## config.mk

```make
export PLATFORM = sky130hd
export DESIGN_NAME = xc_aessub_seq
export DESIGN_NICKNAME = d
export VERILOG_FILES = /design/src/rtl/xc_aessub_seq.sv
export SDC_FILE = /design/constraint.sdc
export NUM_CORES = 1
export LEC_CHECK = 0
export BUFFER_PORTS_ARGS = -buffer_cell sky130_fd_sc_hd__buf_2
export CAP_MARGIN = 0
export CORE_ASPECT_RATIO = 2
export CORE_UTILIZATION = 59
export CTS_CLUSTER_DIAMETER = 60
export DETAILED_ROUTE_END_ITERATION = 8
export GPL_ROUTABILITY_DRIVEN = 0
export PLACE_DENSITY_LB_ADDON = 0.15
export SETUP_SLACK_MARGIN = 0.4
export SYNTH_ARGS = -nofsm -noshare
export SYNTH_HDL_FRONTEND = slang
export SYNTH_SLANG_ARGS = --single-unit
```

## constraint.sdc

```tcl
create_clock -name g_clk -period 17.35 [get_ports g_clk]
set_clock_uncertainty 0.15 [all_clocks]
set_input_delay 3.47 -clock g_clk [delete_from_list [all_inputs] [get_ports g_clk]]
set_output_delay 3.47 -clock g_clk [all_outputs]
set_load 0.1 [all_outputs]
```

## src/rtl/xc_aessub_seq.sv

```systemverilog
// AES SubBytes unit for xc.aessub.* (enc/dec, optional rotate), LANES S-box lanes reused over 4 bytes.
// Latency: operands captured in IDLE, 4/LANES RUN cycles, one-cycle ready pulse in DONE.
// Backpressure: requester holds valid until ready; valid dropping in RUN or flush aborts to IDLE.
module xc_aessub_seq #(
   parameter int LANES = 1
) (
   input  logic        g_clk,
   input  logic        g_resetn,
   input  logic        flush,
   input  logic        valid,
   input  logic [31:0] rs1,
   input  logic [31:0] rs2,
   input  logic        enc,
   input  logic        rot,
   output logic        ready,
   output logic [31:0] result,
   output logic        busy
);

   localparam int N_STEPS = 4 / LANES;
   localparam int SW      = (N_STEPS > 1) ? $clog2(N_STEPS) : 1;

   typedef enum logic [1:0] {S_IDLE, S_RUN, S_DONE} state_t;

   state_t              state_q;
   logic [SW-1:0]       step_q;
   logic [31:0]         opnd_q;   // gathered source bytes {b3,b2,b1,b0}
   logic                enc_q;
   logic                rot_q;
   logic [31:0]         res_q;
   logic                done_q;
   logic                busy_q;

   logic [31:0]         sh;
   logic [31:0]         win;
   logic [8*LANES-1:0]  lane_out;
   logic [31:0]         lane_mask;
   logic [31:0]         lane_ext;
   logic [31:0]         res_d;
   logic [31:0]         res_rot;

   // Bytes of rs1/rs2 that the instruction does not select.
   logic                unused_bits;
   assign unused_bits = ^{rs1[31:24], rs1[15:8], rs2[23:16], rs2[7:0]};

   // GF(2^8) multiply by x modulo the AES polynomial.
   function automatic logic [7:0] xtime(input logic [7:0] a);
      return {a[6:0], 1'b0} ^ (a[7] ? 8'h1b : 8'h00);
   endfunction

   function automatic logic [7:0] gf_mul(input logic [7:0] a, input logic [7:0] b);
      logic [7:0] p;
      logic [7:0] aa;
      p  = 8'h00;
      aa = a;
      for (int i = 0; i < 8; i++) begin
         if (b[i]) p = p ^ aa;
         aa = xtime(aa);
      end
      return p;
   endfunction

   // Multiplicative inverse as a^254 (maps 0 to 0, so every input is defined).
   function automatic logic [7:0] gf_inv(input logic [7:0] a);
      logic [7:0] sq;
      logic [7:0] r;
      sq = a;
      r  = 8'h01;
      for (int i = 1; i < 8; i++) begin
         sq = gf_mul(sq, sq);
         r  = gf_mul(r, sq);
      end
      return r;
   endfunction

   function automatic logic [7:0] affine(input logic [7:0] a);
      return a ^ {a[6:0], a[7]} ^ {a[5:0], a[7:6]} ^ {a[4:0], a[7:5]}
               ^ {a[3:0], a[7:4]} ^ 8'h63;
   endfunction

   function automatic logic [7:0] inv_affine(input logic [7:0] a);
      return {a[6:0], a[7]} ^ {a[4:0], a[7:5]} ^ {a[1:0], a[7:2]} ^ 8'h05;
   endfunction

   // One lane: the field inverter is shared, only the affine stage differs by direction.
   function automatic logic [7:0] sbox_lane(input logic [7:0] x, input logic e);
      logic [7:0] pre;
      logic [7:0] inv;
      pre = e ? x : inv_affine(x);
      inv = gf_inv(pre);
      return e ? affine(inv) : inv;
   endfunction

   assign sh        = 32'(step_q) * 32'(8 * LANES);
   assign lane_mask = 32'({(8 * LANES){1'b1}});
   assign lane_ext  = 32'(lane_out);
   assign res_d     = (res_q & ~(lane_mask << sh)) | (lane_ext << sh);

   // Select this step's bytes and run them through the S-box lanes.
   always_comb begin
      win      = opnd_q >> sh;
      lane_out = '0;
      for (int l = 0; l < LANES; l++) begin
         lane_out[l*8 +: 8] = sbox_lane(win[l*8 +: 8], enc_q);
      end
   end

   // Control FSM with operand capture and per-step result accumulation.
   always_ff @(posedge g_clk or negedge g_resetn) begin
      if (!g_resetn) begin
         state_q <= S_IDLE;
         step_q  <= '0;
         opnd_q  <= '0;
         enc_q   <= 1'b0;
         rot_q   <= 1'b0;
         res_q   <= '0;
         done_q  <= 1'b0;
         busy_q  <= 1'b0;
      end else if (flush) begin
         state_q <= S_IDLE;
         step_q  <= '0;
         done_q  <= 1'b0;
         busy_q  <= 1'b0;
      end else begin
         case (state_q)
            S_IDLE: begin
               if (valid) begin
                  opnd_q  <= {rs2[31:24], rs1[23:16], rs2[15:8], rs1[7:0]};
                  enc_q   <= enc;
                  rot_q   <= rot;
                  res_q   <= '0;
                  step_q  <= '0;
                  state_q <= S_RUN;
                  busy_q  <= 1'b1;
               end
            end
            S_RUN: begin
               if (!valid) begin
                  state_q <= S_IDLE;
                  step_q  <= '0;
                  busy_q  <= 1'b0;
               end else begin
                  res_q <= res_d;
                  if (step_q == SW'(N_STEPS - 1)) begin
                     step_q  <= '0;
                     state_q <= S_DONE;
                     done_q  <= 1'b1;
                  end else begin
                     step_q <= step_q + SW'(1);
                  end
               end
            end
            S_DONE: begin
               state_q <= S_IDLE;
               done_q  <= 1'b0;
               busy_q  <= 1'b0;
            end
            default: begin
               state_q <= S_IDLE;
               step_q  <= '0;
               done_q  <= 1'b0;
               busy_q  <= 1'b0;
            end
         endcase
      end
   end

   // Rotation is applied on the way out; result is gated to zero outside the ready pulse.
   assign res_rot = rot_q ? {res_q[23:0], res_q[31:24]} : res_q;
   assign ready   = done_q & ~flush;
   assign result  = ready ? res_rot : 32'h0;
   assign busy    = busy_q;

endmodule
```

Yosys cells after proc, flatten, opt, wreduce, memory -nomap -nowiden
Cells that the tools add are included.

cells by class
  equal/unequal tests = 12
  bitwise gates (word level) = 202
  $add $sub $neg = 1
  shift-type cells = 3
  multiplexer cells = 228
  reductions and logical operators = 8

operators by type and width
  operator                                                             number
  8-bit two-way mux                                                    107
  8-bit bitwise XOR                                                    97
  8-bit by 5-bit bitwise XOR with 8-bit output                         91
  5-bit two-way mux                                                    92
  32-bit two-way mux                                                   4
  32-bit case mux with 2 select lines                                  1
  32-bit bitwise AND                                                   1
  32-bit NOT                                                           1
  32-bit bitwise OR                                                    1
  8-bit by 5-bit << shifter with 32-bit output                         1
  8-bit by 5-bit << shifter with 32-bit output (first input constant)  1
  32-bit by 5-bit >> shifter with 8-bit output                         1
  2-bit two-way mux                                                    9
  3-bit inequality test (second input constant)                        4
  2-bit inequality test (second input constant)                        4
  1-bit two-way mux                                                    7
  7-bit two-way mux                                                    1
  1-bit NOT (first input constant)                                     7
  6-bit two-way mux                                                    1
  2-bit case mux with 3 select lines                                   1
  2-bit AND reduction                                                  3
  3-bit AND reduction                                                  2
  2-bit equality test (second input constant)                          2
  4-bit two-way mux                                                    1
  13 further kinds                                                     14

storage, ports and cells
  bits of input ports = 70
  register bits = 72
  output and inout port bits = 34
  word-level logic and storage cells = 462

Logic depth before layout (Yosys ltp)
Gate-level depths: netlist of the first run.

  word-level depth = 142
  depth in mapped cells = 75
  depth with buffers taken out = 62

Least setup slack after synthesis of the first run
No wires, ideal clock.

  path kind = register -> register
  start point = reg step_q[0]
  end point = reg res_q[16]
  path buffers = 16
  stages on the path, launching flop included = 74
  setup slack = -476 ps
  clock period less this slack = 17,826 ps
  arrival time = 17,555 ps
  setup time = 121 ps
  data required time = 17,079 ps
  cells stage by stage = dfrtp_1 buf_6 buf_6 mux4_2 buf_4 xor3_1 mux2i_2 inv_2 buf_4 ha_1 inv_1 xnor2_1 mux2i_1 xnor2_2 xor2_2 inv_2 buf_4 buf_2 (+38 left out) o2111ai_1 a41oi_1 and3b_1 buf_1 nor3_1 xnor2_1 xnor3_2 xnor2_1 nor2_1 xnor2_1 o21ai_1 xnor3_1 xnor2_2 xor2_1 xnor2_1 nand2_1 xor2_2 a22o_1

between the ends
  longest elaborated chain between the ends = 139
  elaborated cells between the ends (all ways) = 403
  classes of those cells = shift: 3; mux: 207; bitwise: 193

RTL lines
  what                                          RTL line  source
  from (decl)                                   26        logic [SW-1:0] step_q;
  from (signal assigned)                        149       step_q <= step_q + SW'(1);
  32-bit by 5-bit >> shifter with 8-bit output  101       win = opnd_q >> sh;
  8-bit bitwise XOR (2 in series)               82        return {a[6:0], a[7]} ^ {a[4:0], a[7:5]} ^ {a[1:0], a[7:2]} ^ 8'h05;
  2-bit NOT (no source line)                    --
  8-bit two-way mux                             89        pre = e ? x : inv_affine(x);
  8-bit two-way mux                             57        if (b[i]) p = p ^ aa;
  8-bit bitwise XOR                             57
  8-bit two-way mux                             57
  8-bit bitwise XOR                             57
  (+120 left out)                               --
  8-bit bitwise XOR (3 in series)               77        return a ^ {a[6:0], a[7]} ^ {a[5:0], a[7:6]} ^ {a[4:0], a[7:5]}
  8-bit bitwise XOR                             78        ^ {a[3:0], a[7:4]} ^ 8'h63;
  4-bit NOT (no source line)                    --
  8-bit two-way mux                             91        return e ? affine(inv) : inv;
  8-bit by 5-bit << shifter with 32-bit output  97        assign res_d = (res_q & ~(lane_mask << sh)) | (lane_ext << sh);
  32-bit bitwise OR *                           97
  32-bit two-way mux *                          138       if (!valid) begin
  32-bit case mux with 2 select lines *         125       case (state_q)
  to (signal assigned)                          143       res_q <= res_d;
  to (decl)                                     30        logic [31:0] res_q;

Mark *: on every way between the ends. The rest lies on a longest branch, timed or not. The select of a mux whose other input is x is not followed.
A chain may end at the register's enable or synchronous reset.

Final worst setup path of the first run
  start point = reg step_q[0]
  end point = reg res_q[3]

between the ends
  longest elaborated chain between the ends = 138
  elaborated cells between the ends (all ways) = 402
  classes of those cells = shift: 3; mux: 207; bitwise: 192

RTL lines
  what                                          RTL line
  32-bit by 5-bit >> shifter with 8-bit output  101
  8-bit bitwise XOR (2 in series)               82
  2-bit NOT (no source line)                    --
  8-bit two-way mux                             89
  8-bit two-way mux                             57
  8-bit bitwise XOR                             57
  8-bit two-way mux                             57
  8-bit bitwise XOR                             57
  (+119 left out)                               --
  8-bit two-way mux                             57
  8-bit bitwise XOR (3 in series)               77
  8-bit bitwise XOR                             78
  8-bit two-way mux                             91
  8-bit by 5-bit << shifter with 32-bit output  97
  32-bit bitwise OR *                           97
  32-bit two-way mux *                          138
  32-bit case mux with 2 select lines *         125

Marks and branches as above.

==> results of run 1 <==
-- cells in the final DEF (no fill, tap or decap), drive strengths merged, types with 59 or more instances in the layout --
cell / synthesis / layout
xnor2: 442 / 442
a21oi: 97 / 97
nand2: 196 / 196
buf: 64 / 255
nor3: 82 / 82
nand3: 59 / 59
nor2: 334 / 334
mux2i: 103 / 103
xor2: 122 / 122
xnor3: 76 / 76
o21ai: 88 / 88
dfrtp: 72 / 72
-- worst max-delay path by stage --
stage                   start        end  slack [ps]  cells after the start
detailed placement  step_q[0]   res_q[8]        -480                     59
floorplan           step_q[0]  res_q[16]         460                     72
CTS                 step_q[0]  res_q[24]         420                     61
finish              step_q[0]   res_q[3]        1000                     62
global placement    step_q[0]   res_q[8]        -170                     59
global route        step_q[0]  res_q[13]         290                     62
-- per-layer routing --
metal	global-route usage [%]	part of all wire, %
met5	0	0
met1	31.8	32
met2	65.9	55
met3	3.80	4.7
met4	28.5	8.9
-- stage by stage --
step                TNS, ps  hold slack (ps)
floorplan                 0              294
global placement      -3280              310
detailed placement   -12920              335
CTS                       0              341
global route              0              339
finish                    0              331
-- timing repair --
| action | CTS | global route |
|---|---|---|
| endpoints found under the hold margin | 0 | 0 |
| gates resized for setup | 23 | 81 |
| setup endpoints to repair | 32 | 32 |
| setup buffers | 5 | 45 |
| hold buffers | 0 | 0 |
| pin swaps | 0 | 21 |
| cloned | 0 | 1 |
-- cell type report --
| cell class | count | area, µm² |
|---|---|---|
| clock inverter | 7 | 45.0 |
| multi-input combinational | 2051 | 17100 |
| antenna | 1 | 2.50 |
| timing repair buffer | 255 | 1790 |
| inverter | 29 | 113 |
| tap | 423 | 529 |
| clock buffer | 9 | 225 |
| sequential | 72 | 1810 |
| fill | 2656 | 9960 |
-- logic make-up after synthesis --
group                      after synthesis  share of synthesized area, %
and+or+nand+nor                        801                          18.8
muxes                                  166                          9.82
adders and majority gates               12                         0.779
xor gates and xnor gates               651                          41.1
DFF                                     72                          9.50
buffers and inverters                  178                          4.43
AOI/OAI and AO/OA                      420                          15.6
-- state kept, by name (all words and copies together), names as in the netlist --
register  count
step_q        2
state_q       2
enc_q         1
busy          1
opnd_q       32
rot_q         1
done_q        1
res_q        32
==> impl_results.md, run 1 <==
- Util after Layout: 68.4%
- Avg WL per Cell: 20.4 µm
- Endpoints failing setup: 0
- Via Count: 18,000
- Worst-path clk slew: 60 ps
- Number of nets in the layout: 2,499
- CP required: 17,420 ps
- Ys flop type: dfrtp_1
- Die Wd: 129 µm
- Std-Cell Rows: 92
- Synth top area cells: xnor2_1 18%, dfrtp_1 9.5%, xnor3_1 8.0%
- WHS Path Cells: 1
- Synth area leader: xnor2_1
- Detail Placement HPWL: 44,300 µm
- Grt ovf: 0
- Clk root buf: clkbuf_16
- Port buffer count: 71
- Non-Filler Instances: 2,847
- Commonest cells in the netlist: 383 x xnor2_1, 329 x nor2_1, 196 x nand2_1
- Core Area: 31,500 µm²
- CP startpoint kind: flip-flop
- Seq/Total Area, Yosys: 9.50%
- TritonCTS Buffers: 9
- Startpoint of the worst hold path: state_q[1]
- Fmax: 0.0612 GHz
- Initial Util: 60.1%
- Placed insts: 2,779
- Crit path top cell by count: xnor2_1
- R2R cell count: 62
- Max-Cap Viols: 0
- Max clock buf depth: 2
- Routed vias/inst: 6.31
- Drt first pass iters: 6
- Final worst slack: 1000 ps
- RR Endpoint: res_q[3]
- Asr flop ratio synth: 100%
- WHS Endpoint: done_q
- Final hold violation count: 0
- CP endpoint kind: flip-flop
- Share of layout cells above drive strength 1: 22.9%
- Outcome: finished clean
- Die height: 256 µm
- WP data arrival: 16,410 ps
- Largest delay contributor family on the critical path: XOR/XNOR gates
- Distinct cell type count after synthesis: 104
- Placed inst area: 20,200 µm²
- Place WS: -476 ps
- First-pass GRT wire length: 90,500 µm
- Layout area overhead: 13.8%
- ANT nets after route: 0
- Critical path buffers and inverters: 8
- Final Critical Period: 16,350 ps
- Slew HR: 24.9%
- Flop2flop setup slack: 1000 ps
- Slew @ Worst Pin: 1130 ps
- Clk sinks: 72
- EDFF count, synth: 0
- Worst skew pair latency: 330 ps
- Reg2reg start: step_q[0]
- Most frequent cell after synthesis: xnor2_1
- Largest net degree at the start of global routing: 73
- YS warnings: 0
- Final worst path period share: 94.2%
- Residual DRC count: 0
- Syn_nets: 2,381
- Critical Path Fanout Max: 9
- Post-Route WL: 58,200 µm
- GRT Resource Usage Total: 34.6%
- Post-synthesis cell area: 19,000 µm²
- Vias in the first global route: 17,900
- Full die area: 32,900 µm²
- I/O pins: 104
- Slowest cell on crit path: mux4_2
- Synth Register Bits: 72
- CTS tree: built
- Starting DRT DRC Count: 1,170
- Gate Count Post-Synth: 2,300
- Critical Path Max Stage Delay: 630 ps
- Kind of critical path: reg -> reg
- RSZ-0062 raised after global routing: true
- Syn avg cell area: 8.24 µm²
- Final-report max-slew violation count: 0
- Initial antenna violation count: 1
- Worst min path class: reg -> reg
- Htree depth: 3
- Post-route cell area: 21,600 µm²
- Yosys top cell area share: 17.7%
Power of run 1 is left out: the tool's default activity adds up to more than one toggle a clock period on the data nets, which glitch-free logic cannot reach.
==> inputs of run 2 (changes only) <==
==> constraint.sdc (replaced) <==
create_clock -name g_clk -period 19.2 [get_ports g_clk]
set_clock_uncertainty 0.15 [all_clocks]
set_input_delay 3.84 -clock g_clk [delete_from_list [all_inputs] [get_ports g_clk]]
set_output_delay 3.84 -clock g_clk [all_outputs]
set_load 0.1 [all_outputs]
==> run 2 against run 1 <==
  * Critical path depth unchanged
  * Highest routed layer unchanged
  * Worst setup slack improved by 290 ps
  * Non-clock buffer count decreased by 75
  * First-iteration DRC count increased by 0.51%
==> impl_results.md, run 2 (synthesis gave the netlist of run 1 again) <==
- CP startpoint kind: flip-flop
- Slew HR: 19.5% (-5.5 points)
- TNS Setup: 0 ps (unchanged)
- Critical path buffers and inverters: 6 (-2)
- Critical Path Max Stage Delay: 720 ps (+90 ps)
- WP data arrival: 17,970 ps (+1560 ps)
- Worst skew pair latency: 330 ps (about the same)
- Slowest cell on crit path: mux4_2
- Initial Util: 60.1% (unchanged)
- CP endpoint kind: flip-flop
- Largest net degree at the start of global routing: 73 (unchanged)
- Initial antenna violation count: 1 (unchanged)
- Htree depth: 3 (unchanged)
- Critical Path Fanout Max: 16 (+7)
- Clk root buf: clkbuf_16
- ANT nets after route: 0 (unchanged)
- Port buffer count: 71 (unchanged)
- First-pass GRT wire length: 87,600 µm (-3.2%)
- RSZ-0062 raised after global routing: false
- Place WS: 450 ps (+926 ps)
- Final worst path period share: 93.3% (-0.94 points)
- Core Area: 31,500 µm² (unchanged)
- Crit path top cell by count: xnor2_1
- Grt ovf: 0 (unchanged)
- GRT Resource Usage Total: 33.4% (-1.2 points)
- CTS hold repair buffers: 0 (unchanged)
- Detail Placement HPWL: 42,800 µm (-3.4%)
- Drt first pass iters: 6 (unchanged)
- Number of nets in the layout: 2,423 (-3.0%)
- Endpoints failing setup: 0 (unchanged)
- Max-Cap Viols: 0 (unchanged)
- Final-report max-slew violation count: 0 (unchanged)
- Worst min path class: reg -> reg
- CP required: 19,260 ps (+1840 ps)
- Clk sinks: 72 (unchanged)
- Slew @ Worst Pin: 1200 ps (+73.4 ps)
- Layout area overhead: 7.90%
- Largest registers: opnd_q: 32 flops, res_q: 32 flops
- Outcome: finished clean
- Residual DRC count: 0 (unchanged)
- Kind of critical path: reg -> reg
- Most frequent cells in the layout: 371 x xnor2_1, 329 x nor2_1, 196 x nand2_1
- Die Wd: 129 µm (unchanged)
- Starting DRT DRC Count: 1,176 (+0.51%)
- Final worst slack: 1290 ps (+287 ps)
- Final Critical Period: 17,910 ps (+1560 ps)
- Full die area: 32,900 µm² (unchanged)
- Vias in the first global route: 17,400 (-2.6%)
- Routed vias/inst: 6.29 (-0.32%)
- Avg WL per Cell: 20.1 µm (-1.6%)
- Via Count: 17,400 (-3.0%)
- Die height: 256 µm (unchanged)
- Commonest non-fill, non-tap cell in the layout: xnor2_1
- Final hold violation count: 0 (unchanged)
- Post-Route WL: 55,700 µm (-4.2%)
- I/O pins: 104 (unchanged)
- Largest delay contributor family on the critical path: XOR/XNOR gates
- TritonCTS Buffers: 9 (unchanged)
- Std-Cell Rows: 92 (unchanged)
- Worst-path clk slew: 60 ps (about the same)
- CTS tree: built
- Fmax: 0.0558 GHz (-8.7%)
- Max clock buf depth: 2 (unchanged)
- Share of layout cells above drive strength 1: 18.0% (-4.9 points)
-- run 2: cell count changes in the layout (fill, tap and decap cells not counted), sizes merged --
cell    delta
and3b      -1
buf       -75
bufinv     +3
clkbuf     +2
clkinv     -4
inv        -1
-- run 2: worst paths after layout --
kind / start / to / slack (ps) / depth (start not counted)
min in group asynchronous: g_resetn / opnd_q[28] / 3570 / 2
max in group asynchronous: g_resetn / step_q[0] / 14650 / 2
worst min register to register: state_q[1] / done_q / 340 / 1
worst min-delay path: state_q[1] / done_q / 340 / 1
worst max-delay path: step_q[0] / res_q[16] / 1290 / 62
worst max register to register: step_q[0] / res_q[16] / 1290 / 62
-- run 2: cell type report --
| type | instances | area [µm²] |
|---|---|---|
| flip-flops and latches | 72 | 1810 |
| clock inverters | 5 | 105 |
| repair buffers | 180 | 1170 |
| diodes | 1 | 2.50 |
| well taps | 423 | 529 |
| clock buffers | 11 | 233 |
| multi-input cells | 2050 | 16500 |
| inverters | 29 | 109 |
| fillers | 2832 | 11100 |
-- run 2: metrics by stage --
step	instance area, µm²	hold WS [ps]	utilization (%)	instances
finish	20500	340	64.9	2771
global route	20500	355	64.9	2771
CTS	20300	334	64.2	2761
detailed placement	19900	326	63.1	2745
global placement	19900	305	63.1	2745
floorplan	19000	294	-	2300
-- run 2: layer usage --
layer	vias up	global-route usage, %	share of wire [%]
met5	-	0	0
li1	8064	-	-
met2	707	63.1	53
met4	0	27.9	9.3
met1	8349	31.6	33
met3	304	2.74	4.2
-- run 2: what timing repair did --
action                                 4_1_cts  5_1_grt
setup endpoints to repair                    8       32
resized for setup                            1       23
pin swaps                                    0        2
buffers inserted                             0        9
endpoints found under the hold margin        0        0
Power of run 2 is left out for the same reason.
